<file path="src/rtl/jacobi_sequencer.sv">
// ---------------------------------------------------------------------------
// jacobi_sequencer : bus master that loads the Jacobi scan chain, arms the
// iteration counter, polls it to zero and unloads the results as a stream.
// Optional: JACOBI_SEQ_CHECKSUM_EN adds a running Checksum output.
// Revision: 1.0
// ---------------------------------------------------------------------------
`default_nettype none

module jacobi_sequencer #(
  parameter int WIDTH   = 8,
  parameter int CWIDTH  = 8,
  parameter int IDWIDTH = 8,
  parameter int ADDRW   = 32,
  parameter int DATAW   = 32,
  parameter logic [IDWIDTH-1:0] CTRL_ID = 8'hFE,
  parameter logic [IDWIDTH-1:0] SCAN_ID = 8'hFF,
  parameter int NWIDTH  = 10
) (
  input  logic              Clk,
  input  logic              Reset,
  input  logic              Start,
  input  logic [NWIDTH-1:0] NumNodes,
  input  logic [CWIDTH-1:0] Iter,
  input  logic              InValid,
  output logic              InReady,
  input  logic [WIDTH-1:0]  InData,
  output logic              OutValid,
  input  logic              OutReady,
  output logic [WIDTH-1:0]  OutData,
  output logic              Busy,
  output logic              Done,
`ifdef JACOBI_SEQ_CHECKSUM_EN
  output logic [WIDTH+NWIDTH-1:0] Checksum,
`endif
  output logic              BusRD,
  output logic              BusWR,
  output logic [ADDRW-1:0]  BusAddr,
  output logic [DATAW-1:0]  BusDataOut,
  input  logic [DATAW-1:0]  BusDataIn
);

  typedef enum logic [2:0] {
    S_IDLE   = 3'd0,
    S_LOAD   = 3'd1,
    S_ARM    = 3'd2,
    S_POLL   = 3'd3,
    S_GAP    = 3'd4,
    S_UNLOAD = 3'd5,
    S_FINISH = 3'd6
  } state_t;

  localparam logic [ADDRW-1:0] c_scan_addr = {{(ADDRW-IDWIDTH){1'b0}}, SCAN_ID};
  localparam logic [ADDRW-1:0] c_ctrl_addr = {{(ADDRW-IDWIDTH){1'b0}}, CTRL_ID};

  state_t              state_q, state_d;
  logic [NWIDTH-1:0]   num_q, num_d;
  logic [CWIDTH-1:0]   iter_q, iter_d;
  logic [NWIDTH-1:0]   idx_q, idx_d;
  logic                bus_rd_q, bus_rd_d;
  logic                bus_wr_q, bus_wr_d;
  logic [ADDRW-1:0]    bus_addr_q, bus_addr_d;
  logic [DATAW-1:0]    bus_data_q, bus_data_d;
  logic                out_valid_q, out_valid_d;
  logic [WIDTH-1:0]    out_data_q, out_data_d;
  logic                done_q, done_d;
  logic                in_ready;
  logic                unused_bits;

  assign unused_bits = &{1'b0, BusDataIn};
  assign in_ready    = (state_q == S_LOAD) && (idx_q < num_q);

  always_comb begin
    state_d     = state_q;
    num_d       = num_q;
    iter_d      = iter_q;
    idx_d       = idx_q;
    bus_rd_d    = 1'b0;
    bus_wr_d    = 1'b0;
    bus_addr_d  = '0;
    bus_data_d  = '0;
    out_valid_d = out_valid_q;
    out_data_d  = out_data_q;
    done_d      = 1'b0;
    case (state_q)
      S_IDLE: begin
        if (Start) begin
          num_d   = NumNodes;
          iter_d  = Iter;
          idx_d   = '0;
          state_d = (NumNodes == '0) ? S_FINISH : S_LOAD;
        end
      end
      S_LOAD: begin
        // The last write is on the bus in the cycle where idx reaches num.
        if (InValid && in_ready) begin
          bus_wr_d   = 1'b1;
          bus_addr_d = c_scan_addr;
          bus_data_d = {{(DATAW-WIDTH){1'b0}}, InData};
          idx_d      = idx_q + 1'b1;
        end else if (idx_q == num_q) begin
          state_d = S_ARM;
        end
      end
      S_ARM: begin
        if (iter_q == '0) begin
          state_d = S_GAP;
        end else begin
          bus_wr_d   = 1'b1;
          bus_addr_d = c_ctrl_addr;
          bus_data_d = {{(DATAW-CWIDTH){1'b0}}, iter_q};
          state_d    = S_POLL;
        end
      end
      S_POLL: begin
        if (bus_rd_q && (BusDataIn[CWIDTH-1:0] == '0)) begin
          state_d = S_GAP;
        end else begin
          bus_rd_d   = 1'b1;
          bus_addr_d = c_ctrl_addr;
        end
      end
      S_GAP: begin
        // Bus is idle this cycle; the first scan read is registered here.
        bus_rd_d   = 1'b1;
        bus_addr_d = c_scan_addr;
        idx_d      = {{(NWIDTH-1){1'b0}}, 1'b1};
        state_d    = S_UNLOAD;
      end
      S_UNLOAD: begin
        if (bus_rd_q) begin
          out_data_d  = BusDataIn[WIDTH-1:0];
          out_valid_d = 1'b1;
        end else if (out_valid_q) begin
          if (OutReady) begin
            out_valid_d = 1'b0;
          end
        end else if (idx_q < num_q) begin
          bus_rd_d   = 1'b1;
          bus_addr_d = c_scan_addr;
          idx_d      = idx_q + 1'b1;
        end else begin
          state_d = S_FINISH;
        end
      end
      S_FINISH: begin
        done_d  = 1'b1;
        state_d = S_IDLE;
      end
      default: state_d = S_IDLE;
    endcase
  end

  always_ff @(posedge Clk) begin
    if (Reset) begin
      state_q     <= S_IDLE;
      num_q       <= '0;
      iter_q      <= '0;
      idx_q       <= '0;
      bus_rd_q    <= 1'b0;
      bus_wr_q    <= 1'b0;
      bus_addr_q  <= '0;
      bus_data_q  <= '0;
      out_valid_q <= 1'b0;
      out_data_q  <= '0;
      done_q      <= 1'b0;
    end else begin
      state_q     <= state_d;
      num_q       <= num_d;
      iter_q      <= iter_d;
      idx_q       <= idx_d;
      bus_rd_q    <= bus_rd_d;
      bus_wr_q    <= bus_wr_d;
      bus_addr_q  <= bus_addr_d;
      bus_data_q  <= bus_data_d;
      out_valid_q <= out_valid_d;
      out_data_q  <= out_data_d;
      done_q      <= done_d;
    end
  end

`ifdef JACOBI_SEQ_CHECKSUM_EN
  logic [WIDTH+NWIDTH-1:0] checksum_q, checksum_d;

  always_comb begin
    checksum_d = checksum_q;
    if ((state_q == S_IDLE) && Start) begin
      checksum_d = '0;
    end else if (out_valid_q && OutReady) begin
      checksum_d = checksum_q + {{NWIDTH{1'b0}}, out_data_q};
    end
  end

  always_ff @(posedge Clk) begin
    if (Reset) begin
      checksum_q <= '0;
    end else begin
      checksum_q <= checksum_d;
    end
  end

  assign Checksum = checksum_q;
`endif

  assign InReady    = in_ready;
  assign OutValid   = out_valid_q;
  assign OutData    = out_data_q;
  assign Busy       = (state_q != S_IDLE);
  assign Done       = done_q;
  assign BusRD      = bus_rd_q;
  assign BusWR      = bus_wr_q;
  assign BusAddr    = bus_addr_q;
  assign BusDataOut = bus_data_q;

endmodule

`default_nettype wire

</file>
<file path="config.mk">
export PLATFORM = sky130hd
export DESIGN_NAME = jacobi_sequencer
export DESIGN_NICKNAME = d
export VERILOG_FILES = /design/src/rtl/jacobi_sequencer.sv
export SDC_FILE = /design/constraint.sdc
export NUM_CORES = 1
export LEC_CHECK = 0
export CAP_MARGIN = 20
export CORE_MARGIN = 8
export CORE_UTILIZATION = 42
export DETAILED_ROUTE_END_ITERATION = 8
export HOLD_SLACK_MARGIN = 0.06
export PLACE_DENSITY = 0.81
export SETUP_SLACK_MARGIN = 0.1
export SYNTH_ARGS = -nofsm -noshare
export SYNTH_HDL_FRONTEND = slang
export SYNTH_SLANG_ARGS = --single-unit
export TNS_END_PERCENT = 100
</file>
<file path="constraint.sdc">
create_clock -name Clk -period 2.6 [get_ports Clk]
set_input_delay 0.52 -clock Clk [delete_from_list [all_inputs] [get_ports Clk]]
set_output_delay 0.52 -clock Clk [all_outputs]
set_load 0.005 [all_outputs]
</file>
==> run metrics, run 1 <==
status finished clean; die area 0.01025 mm2; Area after DPL roughly 0.0037 mm2; synthesized instance count 391; prevailing post-synth register cell dfxtp_1; leakage 1.442 nW; DRT Pass-1 Iters 4; via count 2866; highest routed layer met4; Vias/cell between 5 and 6; worst r2r dst state_q[1]; met1 WL approximately 3400 um; CTS root buffer clkbuf_8; WL met2 approximately 4100 um; design area roughly 0.0039 mm2; Crit Path Max Fanout 3; Pwr Total 3.029 mW; top cells by area, synth dfxtp_1 (35%), buf_4 (13%), nand2_1 (8.9%), a21oi_1 (6.7%), ha_1 (4.5%); starting density of the core 0.4274; worst endpoint required time around 2.1 ns; final setup vio count 0; vias in the first global route 2739; Setup crit start kind flop; Post-synth top cells nand2_1 (72), buf_4 (54), dfxtp_1 (53); post-cts hold buffer count 0; highest clock rate 0.4088 GHz; Yosys top cell area share 0.3478; Syn Area/Cell 7.802 um2; WHS Path Cells 2; number of routed nets with antenna violations 0; Seq. cell area roughly 0.0011 mm2; Post-CTS Setup Repair Bufs 0; Routed WL per cell 14.97 um; port bufs 68; reg2reg setup slack 0.41 ns; Worst slew margin 0.5895; Filler cells between 600 and 700; global route overflow 0; r2r startpoint num_q[8]; crit path cell chain inv_1 -> ha_4 -> nand4_4 -> a221oi_4 -> nand2b_4 -> nor2_1 -> dlygate4sd2_1; Synth Register Bits 53; initial antenna violation count 0; area of the multi-input gates 0.001724 mm2; htree depth 2; kind of critical path flop to output pin; Crit path largest cell delay 0.34 ns; layout cells sized above 1 0.1174; RSZ-0062 raised after global routing no; Tcrit/Tclk final 0.9408; TritonCTS clock tree built; final std cells w/o fill between 500 and 600; pwr/cell area 781.2 mW/mm2; total wire length 8371 um; Hold EP OutData[4]; final hold vios 0; most numerous cell in the Yosys netlist nand2_1; Setup TNS Final 0 ns; first-pass GRT wire length about 13000 um; core area 0.007137 mm2; clk_skew ~0.007 ns; critical path endpoint category output pin; CTS Buf Count 5; Worst path slowest cell dfxtp_2; Worst EP arrival 1.93 ns; DRC violations left 0; R2R depth 7; final net count 533; Cell Area, Synth 0.003050 mm2; dpl cells 551; # diodes 0; area growth from synthesis to layout 27.11%; Initial DRC Count 239; Hold Crit Class flop to flop; CTS clk-pin slew, worst paths 0.09 ns; met3 WL 705 um; pre-CTS WS approximately 0.14 ns; Rows 31; I/O pin count 141; YS warnings 0; Worst-Margin Slew 0.6117 ns; worst setup margin 0.1538 ns; Slew Viols, Final 0; Num Clock Sinks 53; top cell type by total area after synthesis dfxtp_1; Tmin final 2.446 ns; Die Ht 101.2 um; Worst-Skew Late Latency 0.31 ns; detailed placer's ending HPWL between 6000 and 7000 um; register area share after synthesis 0.3478; GRT Overall Usage 0.1551; clock buffer depth 2; min-delay src OutData[4]; largest net degree at the start of global routing 23; maximum VDD drop 0.4045 mV; die extent in x 101.2 um; Synth cell types 50; GPL Wtd Cong about 0.9; Max Cap Violations 0; number of synthesized flops with an enable pin 0; fraction of registers with async set/reset 0
cells in the final DEF (no fill, tap or decap), types with 2 or more instances in the layout:
cell,synthesis,final
or2_2,2,2
a41oi_1,2,2
a221oi_4,1,2
nand2b_1,4,3
clkinv_2,0,2
a31oi_1,8,8
nand4_4,1,2
nand3_1,7,7
o21ai_0,9,9
nor3_1,7,7
nand2_1,72,72
or4_1,2,2
a211oi_1,3,3
dfxtp_1,53,47
clkdlybuf4s50_1,0,67
a311oi_1,6,6
nand4_1,13,13
conb_1,1,48
buf_4,54,17
o21bai_1,2,2
clkbuf_8,0,5
inv_1,19,19
dfxtp_2,0,6
ha_1,11,6
o211ai_1,3,3
nor4_1,3,3
nor2_1,25,25
ha_4,0,5
a21oi_2,0,3
a21oi_1,41,38
worst max-delay path: cells and delay by family (launching register included):
| kind | cells | cell delay (ns) |
|---|---|---|
| adders and majority gates | 1 | 0.29 |
| DFF | 1 | 0.34 |
| AOI/OAI and AO/OA | 1 | 0.32 |
| buffers and inverters | 2 | 0.32 |
| and+or+nand+nor | 3 | 0.34 |
metal layers:
metal  vias to the layer above  global-route usage
li1                       1394                   -
met1                      1321              0.1823
met2                       140              0.2687
met3                        11             0.03093
met4                         0             0.06300
met5                         -                   0
final cells by class:
class	count	share of cell area
Clock buffer	6	0.01872
Clock inverter	2	0.002581
Inverter	19	0.01839
Multi-Input combinational cell	295	0.4447
Sequential cell	53	0.2756
Tap cell	99	0.03195
Timing Repair Buffer	85	0.2081
worst max-delay path by stage:
stage / from / end / slack (ns) / depth (start not counted)
2_1_floorplan: num_q[9] / state_q[1] / 0.60 / 7
3_3_place_gp: num_q[4] / InReady / 0.17 / 7
3_5_place_dp: num_q[4] / InReady / 0.14 / 7
4_1_cts: idx_q[5] / InReady / 0.10 / 6
5_1_grt: num_q[5] / InReady / 0.09 / 7
6_report: num_q[4] / InReady / 0.15 / 7
cells by family (layout without fill, tap and decap cells):
kind of cell / count (synthesis) / after routing / share of synthesized area
other cells: 1 / 48 / 0.001229
simple gates: 146 / 146 / 0.2285
compound gates: 89 / 89 / 0.1948
mux: 1 / 1 / 0.003282
fa+ha+maj: 11 / 11 / 0.04512
buf+inv: 90 / 112 / 0.1792
flops: 53 / 53 / 0.3478
per-stage QoR:
| stage | util | hold slack [ns] |
|---|---|---|
| 3_5_place_dp | 0.5161 | 0.4467 |
| 5_1_grt | 0.5433 | 0.4755 |
| 3_3_place_gp | 0.5161 | 0.4411 |
| 6_report | 0.5433 | 0.4563 |
| 4_1_cts | 0.5366 | 0.4579 |
| 2_1_floorplan | - | 0.4363 |
flip-flops by register name, summed over array words and instances, names as in the netlist:
register    count
state_q         3
Done            1
num_q          10
BusAddr         2
BusDataOut      8
OutData         8
BusRD           1
BusWR           1
iter_q          8
OutValid        1
idx_q          10
repair_timing:
| item | 4_1_cts | 5_1_grt |
|---|---|---|
| hold endpoints to repair | 0 | 0 |
| resized for setup | 10 | 9 |
| setup endpoints to repair | 1 | 1 |
| pin swaps | 1 | 1 |
where the power goes:
| group | switching, mW | leakage [nW] | internal [mW] |
|---|---|---|---|
| logic | 0.891 | 0.964 | 0.665 |
| registers | 0.100 | 0.433 | 0.919 |
| clock network | 0.265 | 0.0450 | 0.187 |
| total | 1.26 | 1.44 | 1.77 |
No activity file was read; power rests on OpenSTA's default activity.
==> inputs of run 2 (changes only) <==
Settings changed: CORE_UTILIZATION 42 to 50, DONT_BUFFER_PORTS set to 1, PLACE_DENSITY 0.81 to unset.
==> run 2 against run 1 <==
Effect of this change:
- utilization fell by 3.2 points
- clock power up 4.4%
- non-clock buffer count shrank 77
- design area fell by 22%
- die area decreased by 14%
- global-route usage grew 0.83 points
- maximum frequency is 2.8% higher
- critical endpoint unchanged
- largest cell class unchanged
- highest routed layer unchanged
==> run metrics, run 2 (synthesis gave the netlist of run 1 again) <==
delay-heaviest family, CP simple AND/OR/NAND/NOR gates (was flip-flops); worst setup margin 0.2198 ns (was 0.1538 ns); DRC violations left 0 (unchanged); worst endpoint required time 2.08 ns (about the same); core area 0.005921 mm2 (was 0.007137 mm2); Tcrit/Tclk final 0.9154 (was 0.9408); Area after DPL 0.002890 mm2 (was 0.003684 mm2); Hold Crit Class input pin to flop (was flop to flop); final hold vios 0 (unchanged); Vias/cell 5.478 (was 5.127); design area 0.003029 mm2 (was 0.003877 mm2); starting density of the core 0.5152 (was 0.4274); Worst EP arrival 1.86 ns (was 1.93 ns); die extent in x 94.11 um (was 101.2 um); number of routed nets with antenna violations 0 (unchanged); CTS root buffer clkbuf_8 (unchanged); Routed WL per cell 16.14 um (was 14.97 um); DRT Pass-1 Iters 4 (unchanged); final setup vio count 0 (unchanged); Num Clock Sinks 53 (unchanged); detailed placer's ending HPWL 5638 um (was 6474 um); kind of critical path flop to output pin (unchanged); clock buffer depth 2 (unchanged); I/O pin count 141 (unchanged); GRT Overall Usage 0.1634 (was 0.1551); GPL Wtd Cong 0.8809 (was 0.8900); Filler cells 604 (was 643); Worst-Margin Slew 0.6852 ns (was 0.6117 ns); first-pass GRT wire length 11760 um (was 12900 um); Die Ht 94.11 um (was 101.2 um); # diodes 0 (unchanged); clk_skew 0.01033 ns (was 0.006961 ns); final std cells w/o fill 458 (was 559); via count 2509 (was 2866); Tmin final 2.380 ns (was 2.446 ns); commonest non-fill, non-tap cells in the layout nand2_1 (72), dfxtp_1 (52), conb_1 (48) (was nand2_1 (72), clkdlybuf4s50_1 (67), conb_1 (48)); area growth from synthesis to layout -0.6971% (was 27.11%); status finished clean (unchanged); vias in the first global route 2374 (was 2739); maximum VDD drop 0.3813 mV (was 0.4045 mV); Worst-Skew Late Latency 0.31 ns (about the same); CTS clk-pin slew, worst paths 0.09 ns (about the same); leakage 1.132 nW (was 1.442 nW); critical path endpoint category output pin (unchanged); initial antenna violation count 0 (unchanged); crit path cell chain ha_1 -> a21oi_1 -> o21ai_2 -> or2_2 -> nor2_1 (was inv_1 -> ha_4 -> nand4_4 -> a221oi_4 -> nand2b_4 -> nor2_1 -> dlygate4sd2_1); die area 0.008856 mm2 (was 0.01025 mm2); Setup crit start kind flop (unchanged); Seq. cell area 0.001062 mm2 (was 0.001069 mm2); largest net degree at the start of global routing 45 (was 23); Setup TNS Final 0 ns (unchanged); Initial DRC Count 280 (was 239); Max Cap Violations 0 (unchanged); Worst path slowest cell dfxtp_1 (was dfxtp_2); pwr/cell area 896.2 mW/mm2 (was 781.2 mW/mm2); Slew Viols, Final 0 (unchanged); highest clock rate 0.4201 GHz (was 0.4088 GHz); TritonCTS clock tree built (unchanged); dpl cells 448 (was 551); htree depth 2 (unchanged); Crit path largest cell delay 0.42 ns (was 0.34 ns); total wire length 7394 um (was 8371 um); Crit Path Max Fanout 5 (was 3); RSZ-0062 raised after global routing no (unchanged); Rows 28 (was 31); Worst slew margin 0.5360 (was 0.5895); port bufs 0 (was 68); global route overflow 0 (unchanged); Top Registers idx_q: 10 flops, num_q: 10 flops (unchanged); pre-CTS WS 0.3014 ns (was 0.1360 ns); layout cells sized above 1 0.08877 (was 0.1174); final net count 456 (was 533); CTS Buf Count 5 (unchanged); area of the multi-input gates 0.001650 mm2 (was 0.001724 mm2); commonest non-fill, non-tap cell in the layout nand2_1 (unchanged); buffers plus inverters on the worst setup path 0 (was 2); Core Util, Final 0.5116 (was 0.5433)
## run 2: path summary, 6_finish.rpt
check / to / from / cells after the start / slack (ns)
worst max-delay path: InReady / idx_q[9] / 5 / 0.22
worst min register to register: num_q[5] / num_q[5] / 2 / 0.46
worst max register to register: state_q[1] / idx_q[9] / 6 / 0.34
worst min-delay path: idx_q[7] / Reset / 1 / 0.27
## run 2: metrics by stage
stage               power (mW)  hold slack (ns)
detailed placement       2.170           0.4423
finish                   2.715           0.2712
global placement         2.168           0.4383
CTS                      2.667           0.2568
global route             2.921           0.2503
floorplan                2.029           0.4363
## run 2: what timing repair did
action	in CTS	in global routing
setup buffers	0	2
pin swaps	0	3
gates resized for setup	1	5
hold buffers	0	0
endpoints found under the setup margin	1	4
## run 2: layout make-up
class                   count  area share
well taps                  75     0.03098
clock buffers               5     0.02272
multi-input cells         295      0.5448
inverters                  19     0.02354
repair buffers              8     0.01983
flip-flops and latches     53      0.3507
clock inverters             3    0.007435
## run 2: metal layers
metal	global-route usage	share of wire
met1	0.2221	0.45
met2	0.2334	0.42
met3	0.06155	0.12
met4	0.04491	0.0084
met5	0	0
## run 2: where the power goes
group | switching (mW) | internal (mW) | total, mW | leakage, nW
Clock | 0.281 | 0.192 | 0.473 | 0.0481
Combinational | 0.739 | 0.437 | 1.18 | 0.653
Sequential | 0.148 | 0.918 | 1.07 | 0.431
